$ cat src/rtl/gb_mixer_if.sv
`default_nettype none
// ============================================================================
// Module   : gb_mixer_if
// Brief    : Channel/register inputs and L/R sample outputs of gb_mixer.
//            GB_MIXER_POWER_EN adds the NR52 power bit.
// Revision : 1.0 - initial release
// ============================================================================
interface gb_mixer_if;
    logic [3:0] ch1;
    logic [3:0] ch2;
    logic [3:0] ch3;
    logic [3:0] ch4;
    logic [7:0] nr50;
    logic [7:0] nr51;
`ifdef GB_MIXER_POWER_EN
    logic       power;
`endif
    logic [3:0] left;
    logic [3:0] right;
    logic       sample_valid;

`ifdef GB_MIXER_POWER_EN
    modport master (
        output ch1, ch2, ch3, ch4, nr50, nr51, power,
        input  left, right, sample_valid
    );
    modport slave (
        input  ch1, ch2, ch3, ch4, nr50, nr51, power,
        output left, right, sample_valid
    );
`else
    modport master (
        output ch1, ch2, ch3, ch4, nr50, nr51,
        input  left, right, sample_valid
    );
    modport slave (
        input  ch1, ch2, ch3, ch4, nr50, nr51,
        output left, right, sample_valid
    );
`endif
endinterface
`default_nettype wire

$ cat src/rtl/gb_mixer.sv
`default_nettype none
// ============================================================================
// Module   : gb_mixer
// Brief    : Sequential four-channel L/R mixer, NR51 panning, NR50 volume.
//            Optional macro GB_MIXER_POWER_EN gates the mixer with bus.power.
// Revision : 1.0 - initial release
// ============================================================================
module gb_mixer #(
    parameter int SAMPLE_TIME = 128,
    parameter int CNT_W       = $clog2(SAMPLE_TIME)
) (
    input  wire       clk,
    input  wire       rst_n,
    gb_mixer_if.slave bus
);

    typedef enum logic [1:0] {
        ST_IDLE  = 2'd0,
        ST_ACC   = 2'd1,
        ST_SCALE = 2'd2
    } state_t;

    localparam logic [CNT_W-1:0] c_TICK = CNT_W'(SAMPLE_TIME - 1);

    state_t           r_state;
    state_t           w_state_next;
    logic [CNT_W-1:0] r_cnt;
    logic             w_tick;
    logic             w_run;
    logic             w_snap;
    logic             w_acc;
    logic             w_scale;

    logic [1:0]       r_idx;
    logic [3:0]       r_ch [4];
    logic [2:0]       r_lvol;
    logic [2:0]       r_rvol;
    logic [7:0]       r_nr51;
    logic [5:0]       r_acc_l;
    logic [5:0]       r_acc_r;
    logic [3:0]       w_add_l;
    logic [3:0]       w_add_r;
    logic [8:0]       w_prod_l;
    logic [8:0]       w_prod_r;
    logic [3:0]       w_left_next;
    logic [3:0]       w_right_next;
    logic [3:0]       r_left;
    logic [3:0]       r_right;
    logic             r_valid;

    // VIN enables (NR50 bits 7 and 3) have no cartridge audio path here.
    logic             w_unused_vin;
    assign w_unused_vin = ^{bus.nr50[7], bus.nr50[3]};

`ifdef GB_MIXER_POWER_EN
    assign w_run = bus.power;
`else
    assign w_run = 1'b1;
`endif

    assign w_tick = (r_cnt == c_TICK);

    always_ff @(posedge clk or negedge rst_n) begin
        if (!rst_n) begin
            r_cnt <= '0;
        end else if (w_tick) begin
            r_cnt <= '0;
        end else begin
            r_cnt <= r_cnt + CNT_W'(1);
        end
    end

    always_ff @(posedge clk or negedge rst_n) begin
        if (!rst_n) begin
            r_state <= ST_IDLE;
        end else begin
            r_state <= w_state_next;
        end
    end

    // A tick outside IDLE cannot start a new sample; it is simply dropped.
    always_comb begin
        w_state_next = r_state;
        w_snap       = 1'b0;
        w_acc        = 1'b0;
        w_scale      = 1'b0;
        if (!w_run) begin
            w_state_next = ST_IDLE;
        end else begin
            case (r_state)
                ST_IDLE: begin
                    if (w_tick) begin
                        w_snap       = 1'b1;
                        w_state_next = ST_ACC;
                    end
                end
                ST_ACC: begin
                    w_acc = 1'b1;
                    if (r_idx == 2'd3) begin
                        w_state_next = ST_SCALE;
                    end
                end
                ST_SCALE: begin
                    w_scale      = 1'b1;
                    w_state_next = ST_IDLE;
                end
                default: begin
                    w_state_next = ST_IDLE;
                end
            endcase
        end
    end

    assign w_add_l = r_nr51[{1'b1, r_idx}] ? r_ch[r_idx] : 4'd0;
    assign w_add_r = r_nr51[{1'b0, r_idx}] ? r_ch[r_idx] : 4'd0;

    // Worst case 60 * 8 = 480 fits in 9 bits, so the >>5 result never exceeds 15.
    assign w_prod_l     = {3'b000, r_acc_l} * {5'b00000, ({1'b0, r_lvol} + 4'd1)};
    assign w_prod_r     = {3'b000, r_acc_r} * {5'b00000, ({1'b0, r_rvol} + 4'd1)};
    assign w_left_next  = 4'(w_prod_l >> 5);
    assign w_right_next = 4'(w_prod_r >> 5);

    always_ff @(posedge clk or negedge rst_n) begin
        if (!rst_n) begin
            for (int i = 0; i < 4; i++) begin
                r_ch[i] <= '0;
            end
            r_lvol  <= '0;
            r_rvol  <= '0;
            r_nr51  <= '0;
            r_idx   <= '0;
            r_acc_l <= '0;
            r_acc_r <= '0;
            r_left  <= '0;
            r_right <= '0;
            r_valid <= 1'b0;
        end else if (!w_run) begin
            r_idx   <= '0;
            r_acc_l <= '0;
            r_acc_r <= '0;
            r_left  <= '0;
            r_right <= '0;
            r_valid <= 1'b0;
        end else begin
            r_valid <= 1'b0;
            if (w_snap) begin
                r_ch[0] <= bus.ch1;
                r_ch[1] <= bus.ch2;
                r_ch[2] <= bus.ch3;
                r_ch[3] <= bus.ch4;
                r_lvol  <= bus.nr50[6:4];
                r_rvol  <= bus.nr50[2:0];
                r_nr51  <= bus.nr51;
                r_idx   <= '0;
                r_acc_l <= '0;
                r_acc_r <= '0;
            end
            if (w_acc) begin
                r_acc_l <= r_acc_l + {2'b00, w_add_l};
                r_acc_r <= r_acc_r + {2'b00, w_add_r};
                r_idx   <= r_idx + 2'd1;
            end
            if (w_scale) begin
                r_left  <= w_left_next;
                r_right <= w_right_next;
                r_valid <= 1'b1;
            end
        end
    end

    assign bus.left         = r_left;
    assign bus.right        = r_right;
    assign bus.sample_valid = r_valid;

endmodule
`default_nettype wire

$ cat src/flat_wrapper.sv
// flat-port wrapper written by rule: the top's interface ports become plain ports
module gb_mixer_flat 
#(
    parameter int SAMPLE_TIME = 128,
    parameter int CNT_W       = $clog2(SAMPLE_TIME)
)
  (clk, rst_n, bus_ch1, bus_ch2, bus_ch3, bus_ch4, bus_nr50, bus_nr51, bus_left, bus_right, bus_sample_valid);
  gb_mixer_if bus_i ();
  input  wire clk;
  input  wire rst_n;
  input wire logic [$bits(bus_i.ch1)-1:0] bus_ch1;
  input wire logic [$bits(bus_i.ch2)-1:0] bus_ch2;
  input wire logic [$bits(bus_i.ch3)-1:0] bus_ch3;
  input wire logic [$bits(bus_i.ch4)-1:0] bus_ch4;
  input wire logic [$bits(bus_i.nr50)-1:0] bus_nr50;
  input wire logic [$bits(bus_i.nr51)-1:0] bus_nr51;
  output wire logic [$bits(bus_i.left)-1:0] bus_left;
  output wire logic [$bits(bus_i.right)-1:0] bus_right;
  output wire logic [$bits(bus_i.sample_valid)-1:0] bus_sample_valid;
  assign bus_i.ch1 = bus_ch1;
  assign bus_i.ch2 = bus_ch2;
  assign bus_i.ch3 = bus_ch3;
  assign bus_i.ch4 = bus_ch4;
  assign bus_i.nr50 = bus_nr50;
  assign bus_i.nr51 = bus_nr51;
  assign bus_left = bus_i.left;
  assign bus_right = bus_i.right;
  assign bus_sample_valid = bus_i.sample_valid;
  gb_mixer #(.SAMPLE_TIME(SAMPLE_TIME), .CNT_W(CNT_W)) u_core (.clk(clk), .rst_n(rst_n), .bus(bus_i));
endmodule
$ cat config.mk
export PLATFORM = sky130hd
export DESIGN_NAME = gb_mixer_flat
export DESIGN_NICKNAME = d
export VERILOG_FILES = /design/src/rtl/gb_mixer_if.sv /design/src/rtl/gb_mixer.sv /design/src/flat_wrapper.sv
export SDC_FILE = /design/constraint.sdc
export NUM_CORES = 1
export LEC_CHECK = 0
export ABC_AREA = 1
export BUFFER_PORTS_ARGS = -buffer_cell sky130_fd_sc_hd__buf_2
export CAP_MARGIN = 30
export CORE_ASPECT_RATIO = 0.75
export CORE_MARGIN = 5
export CORE_UTILIZATION = 60
export DETAILED_ROUTE_END_ITERATION = 12
export PLACE_DENSITY_LB_ADDON = 0.1
export SLEW_MARGIN = 20
export SYNTH_ARGS = -nofsm -noshare
export SYNTH_HDL_FRONTEND = slang
export SYNTH_SLANG_ARGS = --single-unit
$ cat constraint.sdc
create_clock -name clk -period 4 [get_ports clk]
set_clock_uncertainty 0.1 [all_clocks]
set_input_delay 0.4 -clock clk [delete_from_list [all_inputs] [get_ports clk]]
set_output_delay 0.4 -clock clk [all_outputs]
set_load 0.05 [all_outputs]
==> metrics.txt, run 1 <==
maximum vdd drop=between 0.15 and 0.2 mV; total core area=just under 7000 um2; first-pass GRT wire length=about 16 mm; Area Overhead vs Synth=11.2%; synth top area cells=dfrtp_1 (37%), nand2_1 (17%), ha_1 (9.5%), fa_1 (7.6%), nand3_1 (7.2%); CTS buffer count=9; Max Fanout on Critical Path=7; TNS Setup=0 ps; Net Sw Frac=23.7%; Finished Cell Area=4670 um2; Chip Height=between 80 and 90 um; Post-Syn Area per Cell=between 7 and 8 um2; Seq/Total Area, Yosys=37.0%; crit-path max cell delay=550 ps; ANT nets after route=0; RSZ-0062 raised after global routing=false; Total Routed Length=about 9 mm; Clock Path Buffers=2; Non-Filler Instances=679; Via Count=3625; Setup crit end kind=flip-flop; detailed placement HPWL=roughly 6.8 mm; Clk pin slew, worst setup/hold paths=80 ps; Slew @ Worst Pin=around 630 ps; Cells after Synth=roughly 550; mux cell area share after synthesis=0%; Vias/cell=roughly 5.3; max_cap viols=0; CTS root buffer=clkbuf_8; Post CTS Setup Buffer Count=0; Yosys warnings=0; share of cells above drive strength 1=11.8%; Rows=26; Cell Pwr Density=~260 nW/um2; Post-Synth XOR/XNOR Area=about 1.0%; input/output buffers=40; Critical Path Sink=u_core.bus.left[3]; internal power=approximately 0.93 mW; Distinct cells, synth=30; Sw Pwr=a little under 0.3 mW; dpl ws=~500 ps; Total GRT Usage=22.5%; detailed-route DRC error count=0; First-pass DRT Iterations=4; WL/cell=~13 um; Post-Syn Area=roughly 4200 um2; endpoints failing setup=0; Adder-Cell Fraction of Synth Area=between 10% and 20%; Combinational Power Share=3.3%; Die Footprint=a little under 9000 um2; Reg-to-Reg Start=u_core.r_lvol[0]; Reg-to-Reg End=u_core.bus.left[3]; HP Class=input port to flip-flop; Nets=roughly 670; Yosys reg bits=a little over 60; Final WS setup=471 ps; clk sink count=62; status=finished clean; initial drt markers=118; initial antenna violation count=0; DIE WIDTH=between 100 and 150 um; I/O pins=43; Synth Area in Simple Gates=around 30%; critical path required time=just over 4000 ps; syn_nets=629; max_slew headroom=around 60%; critical path class=flip-flop to flip-flop; Post-DP Area=~4500 um2; commonest non-fill, non-tap cell in the layout=nand2_1; P_leak=2.55 nW; r2r setup slk=roughly 470 ps; most frequent cells in the layout=nand2_1 (185), inv_1 (69), dfrtp_1 (62); vias in the first global route=3464; max-slew violations=0; Crit path top cell by count=nand2_1; dominant cell type by area after synthesis=dfrtp_1; crit path launch=u_core.r_lvol[0]; Fmax=approximately 0.28 GHz; Pwr Total=1.22 mW; clock share of power=approximately 45%; CTS H-tree lvls=3; r2r worst-path depth=14; TritonCTS clock tree=done; crit-path cells=ha_1, or2_2, nand2_1, inv_1, nand2_1, fa_1, fa_1, inv_1, ha_1, a21oi_1, o21a_1, nand3_1, nand3_1, nand2_1; pin count of the biggest net entering global routing=38; CP max stage cell=fa_1; worst-skew pair later-pin latency=between 300 and 400 ps; Critical Path AT=3660 ps; routability-driven placement congestion ratio=0.898; final hold violations=0; sequential share of power=just over 50%; share of the synthesized area in the top cell type=37.0%; Initial Util=between 60% and 70%; Final Cycle Share=between 80% and 90%; ANT cells=0; GR Overflow Total=0; Startpoint Class=flip-flop; main combinational cell family by area after synthesis=simple AND/OR/NAND/NOR gates; Compound-Gate Fraction of Synth Area=roughly 6.9%; DP Cell Count=~660; Final min period=around 3500 ps
==> layer usage <==
layer | up-vias | global-route usage (%) | share of wire, %
met5 | - | 0 | 0
met4 | 0 | 6.00 | 1.0
met3 | 11 | 4.27 | 4.9
met2 | 67 | 38.8 | 48
met1 | 1720 | 29.6 | 46
li1 | 1827 | - | -
==> logic make-up (layout without fill, tap and decap cells) <==
group                    Yosys count  count (layout)
XOR/XNOR                           5               5
buffers and inverters             83             131
flip-flops                        62              62
AO/OA/AOI/OAI                     50              50
AND/OR/NAND/NOR                  299             299
adder cells (fa/ha/maj)           48              48
==> worst min-delay path by stage <==
stage	from	end	slack [ps]	depth (start not counted)
4_1_cts	bus_ch2[2]	u_core.r_ch[10]	170	3
5_1_grt	bus_ch1[2]	u_core.r_ch[14]	170	3
3_3_place_gp	rst_n	u_core.r_cnt[5]	330	1
2_1_floorplan	rst_n	u_core.bus.left[0]	4	0
6_report	bus_nr51[2]	u_core.r_nr51[2]	190	3
3_5_place_dp	rst_n	u_core.r_cnt[4]	350	1
==> synth_stat cells <==
cell,number
o21ai_1,1
buf_2,6
o22ai_1,1
inv_1,69
buf_1,2
xor2_1,4
a32o_1,6
nor2_2,2
ha_1,32
fa_1,16
nand4_1,3
nor3_1,1
or2_2,3
nand2_1,185
clkbuf_1,3
nand3_2,1
o21a_1,3
buf_6,3
dfrtp_1,62
nand3_1,60
nand3b_1,2
xnor2_1,1
a21boi_0,1
nor2_1,38
a21oi_1,21
nand2_2,1
and3_1,1
nor3b_1,1
nor2_4,1
o21ai_0,17
==> registers in the layout, summed over array words and instances, names as in the netlist <==
signal,cells
u_core.r_ch,16
u_core.bus.right,4
u_core.r_idx,2
u_core.bus.left,4
u_core.r_rvol,3
u_core.r_lvol,3
u_core.bus.sample_valid,1
u_core.r_acc_l,6
u_core.r_acc_r,6
u_core.r_state,2
u_core.r_cnt,7
u_core.r_nr51,8
==> power by group through the flow <==
stage / Combinational (mW) / Sequential [mW] / Clock [mW]
2_1_floorplan: 0.00792 / 0.641 / 0
3_3_place_gp: 0.0397 / 0.641 / 0
3_5_place_dp: 0.0409 / 0.641 / 0
4_1_cts: 0.0416 / 0.629 / 0.561
5_1_grt: 0.0471 / 0.629 / 0.592
6_report: 0.0409 / 0.629 / 0.550
==> critical path: cells and delay by family (launching register included) <==
kind	cells	cell delay, ps
compound gates	2	420
buf+inv	2	130
simple gates	6	730
flops	1	460
fa+ha+maj	4	1580
==> cell type report <==
type / count / area [um2]
Timing Repair Buffer: 46 / 248
Tap cell: 84 / 105
Clock inverter: 7 / 73.8
Fill cell: 590 / 2130
Inverter: 69 / 259
Sequential cell: 62 / 1550
Clock buffer: 9 / 124
Multi-Input combinational cell: 402 / 2310
==> stage by stage <==
step	hold WS (ps)	utilization, %
2_1_floorplan	4.41	-
3_3_place_gp	326	65.6
3_5_place_dp	348	65.6
4_1_cts	170	68.7
5_1_grt	171	68.7
6_report	185	68.7
==> timing repair <==
item | 4_1_cts | 5_1_grt
endpoints found under the hold margin | 25 | 0
hold buffers | 1 | 0
gates resized for setup | 0 | 0
Power figures use the tool's default switching activity.
==> run 2, diff against run 1 <==
==> constraint.sdc (replaced) <==
create_clock -name clk -period 4 [get_ports clk]
set_clock_uncertainty 0.1 [all_clocks]
set_input_delay 0.6 -clock clk [delete_from_list [all_inputs] [get_ports clk]]
set_output_delay 0.6 -clock clk [all_outputs]
set_load 0.05 [all_outputs]
==> run 2 against run 1 <==
  * Wire length shrank 1.8%
  * Die area is the same
  * Non-clock buffer count is 2 lower
  * Register-to-register slack worse by 30 ps
  * Final area fell by 0.32%
  * Critical path depth did not move
  * Count of clock-buffer cells in the layout up 1
  * Clock power increased by 1%
  * First-iteration DRC count increased by 55%
==> metrics.txt, run 2 (synthesis gave the netlist of run 1 again) <==
status=finished clean; CTS buffer count=9 (unchanged); critical path required time=4130 ps (about the same); Largest regs=u_core.r_ch: 16 flops, u_core.r_nr51: 8 flops, u_core.r_cnt: 7 flops; maximum vdd drop=0.200 mV (+16%); Crit path top cell by count=nand2_1; GR Overflow Total=0 (unchanged); Post CTS Setup Buffer Count=0 (unchanged); Vias/cell=5.27 (-1.3%); worst-skew pair later-pin latency=340 ps (about the same); critical path class=flip-flop to flip-flop; ANT cells=0 (unchanged); DP Cell Count=661 (-0.15%); initial drt markers=183 (+55%); WL/cell=13.0 um (-1.5%); Total Routed Length=8.80 mm (-1.8%); Clk pin slew, worst setup/hold paths=80 ps (about the same); clk sink count=62 (unchanged); Setup crit end kind=flip-flop; Cell Pwr Density=264 nW/um2 (+0.84%); TritonCTS clock tree=done; I/O pins=43 (unchanged); Die Footprint=8790 um2 (unchanged); Final WS setup=438 ps (-32.8 ps); Pwr Total=1.23 mW (+0.52%); Hold Buf Count CTS=0 (-1); final hold violations=0 (unchanged); Max Fanout on Critical Path=7 (unchanged); First-pass DRT Iterations=5 (+1); vias in the first global route=3616 (+4.4%); first-pass GRT wire length=16.0 mm (+2.6%); Startpoint Class=flip-flop; HP Class=input port to async pin; pin count of the biggest net entering global routing=39 (+2.6%); max_cap viols=0 (unchanged); DIE WIDTH=107 um (unchanged); Clock Path Buffers=2 (unchanged); crit-path cells=ha_1, or2_2, nand2_1, inv_1, nand2_1, fa_1, fa_1, inv_1, ha_1, a21oi_1, o21a_1, nand3_1, nand3_1, nand2_1; endpoints failing setup=0 (unchanged); CTS root buffer=clkbuf_8; Fmax=0.281 GHz (-0.92%); commonest non-fill, non-tap cell in the layout=nand2_1; Total GRT Usage=22.9% (+0.38 points); input/output buffers=40 (unchanged); max-slew violations=0 (unchanged); initial antenna violation count=0 (unchanged); Final Cycle Share=89.0% (+0.82 points); total core area=6800 um2 (unchanged); ANT nets after route=0 (unchanged); Biggest register=u_core.r_ch; Final min period=3560 ps (+32.8 ps); detailed-route DRC error count=0 (unchanged); Via Count=3567 (-1.6%); max FFs per register=16 (unchanged); Chip Height=82.4 um (unchanged); share of cells above drive strength 1=11.5% (-0.30 points); crit-path max cell delay=560 ps (about the same); routability-driven placement congestion ratio=0.906 (+0.87%); RSZ-0062 raised after global routing=false; Finished Cell Area=4650 um2 (-0.32%); Critical Path AT=3690 ps (+30 ps); Post-CTS Resized=0 (unchanged); CP max stage cell=fa_1; Non-Filler Instances=677 (-0.29%); max_slew headroom=51.1% (-7.2 points); Nets=670 (-0.30%); dpl ws=468 ps (-31.2 ps); Area Overhead vs Synth=10.8%; Initial Util=61.7% (unchanged); Slew @ Worst Pin=733 ps (+108 ps); CTS H-tree lvls=3 (unchanged); final core utilization=68.4% (-0.22 points); Post-DP Area=4450 um2 (-0.17%); Rows=26 (unchanged); Hold Slack=208 ps (+22.4 ps); TNS Setup=0 ps (unchanged); most frequent cells in the layout=nand2_1 (185), inv_1 (69), dfrtp_1 (62); detailed placement HPWL=6.68 mm (-2.3%); P_leak=2.55 nW (about the same)
[run 2: report_power, final]
group	internal, mW	leakage [nW]	total (mW)	switching, mW
combinational	0.0147	1.75	0.0398	0.0251
clock	0.292	0.0966	0.557	0.265
sequential	0.627	0.701	0.629	0.00176
[run 2: worst paths after layout]
check	cells past startpoint	endpoint	start	slack, ps
setup reg to reg	14	u_core.bus.left[3]	u_core.r_lvol[0]	440
max in group asynchronous	2	u_core.r_acc_l[0]	rst_n	2690
setup / recovery	14	u_core.bus.left[3]	u_core.r_lvol[0]	440
hold reg to reg	1	u_core.r_cnt[0]	u_core.r_cnt[0]	360
hold / removal	1	u_core.r_cnt[6]	rst_n	210
min in group clk	1	u_core.r_cnt[0]	u_core.r_cnt[0]	360
[run 2: area by class of cell]
| type | instances | area [um2] |
|---|---|---|
| Fill cell | 580 | 2150 |
| Timing Repair Buffer | 44 | 230 |
| Sequential cell | 62 | 1550 |
| Tap cell | 84 | 105 |
| Multi-Input combinational cell | 402 | 2310 |
| Inverter | 69 | 259 |
| Clock buffer | 10 | 128 |
| Clock inverter | 6 | 72.6 |
[run 2: per-layer routing]
| metal | vias to the layer above | part of all wire [%] | global-route usage (%) |
|---|---|---|---|
| met4 | 0 | 0.73 | 6.26 |
| met5 | - | 0 | 0 |
| li1 | 1827 | - | - |
| met2 | 67 | 47 | 37.7 |
| met1 | 1666 | 48 | 31.3 |
| met3 | 7 | 4.6 | 4.58 |
[run 2: critical path: cells and delay by family, from the launching register on]
family	cells	cell delay, ps
adder cells (fa/ha/maj)	4	1590
AND/OR/NAND/NOR	6	740
flip-flops	1	460
AO/OA/AOI/OAI	2	420
buffers and inverters	2	150
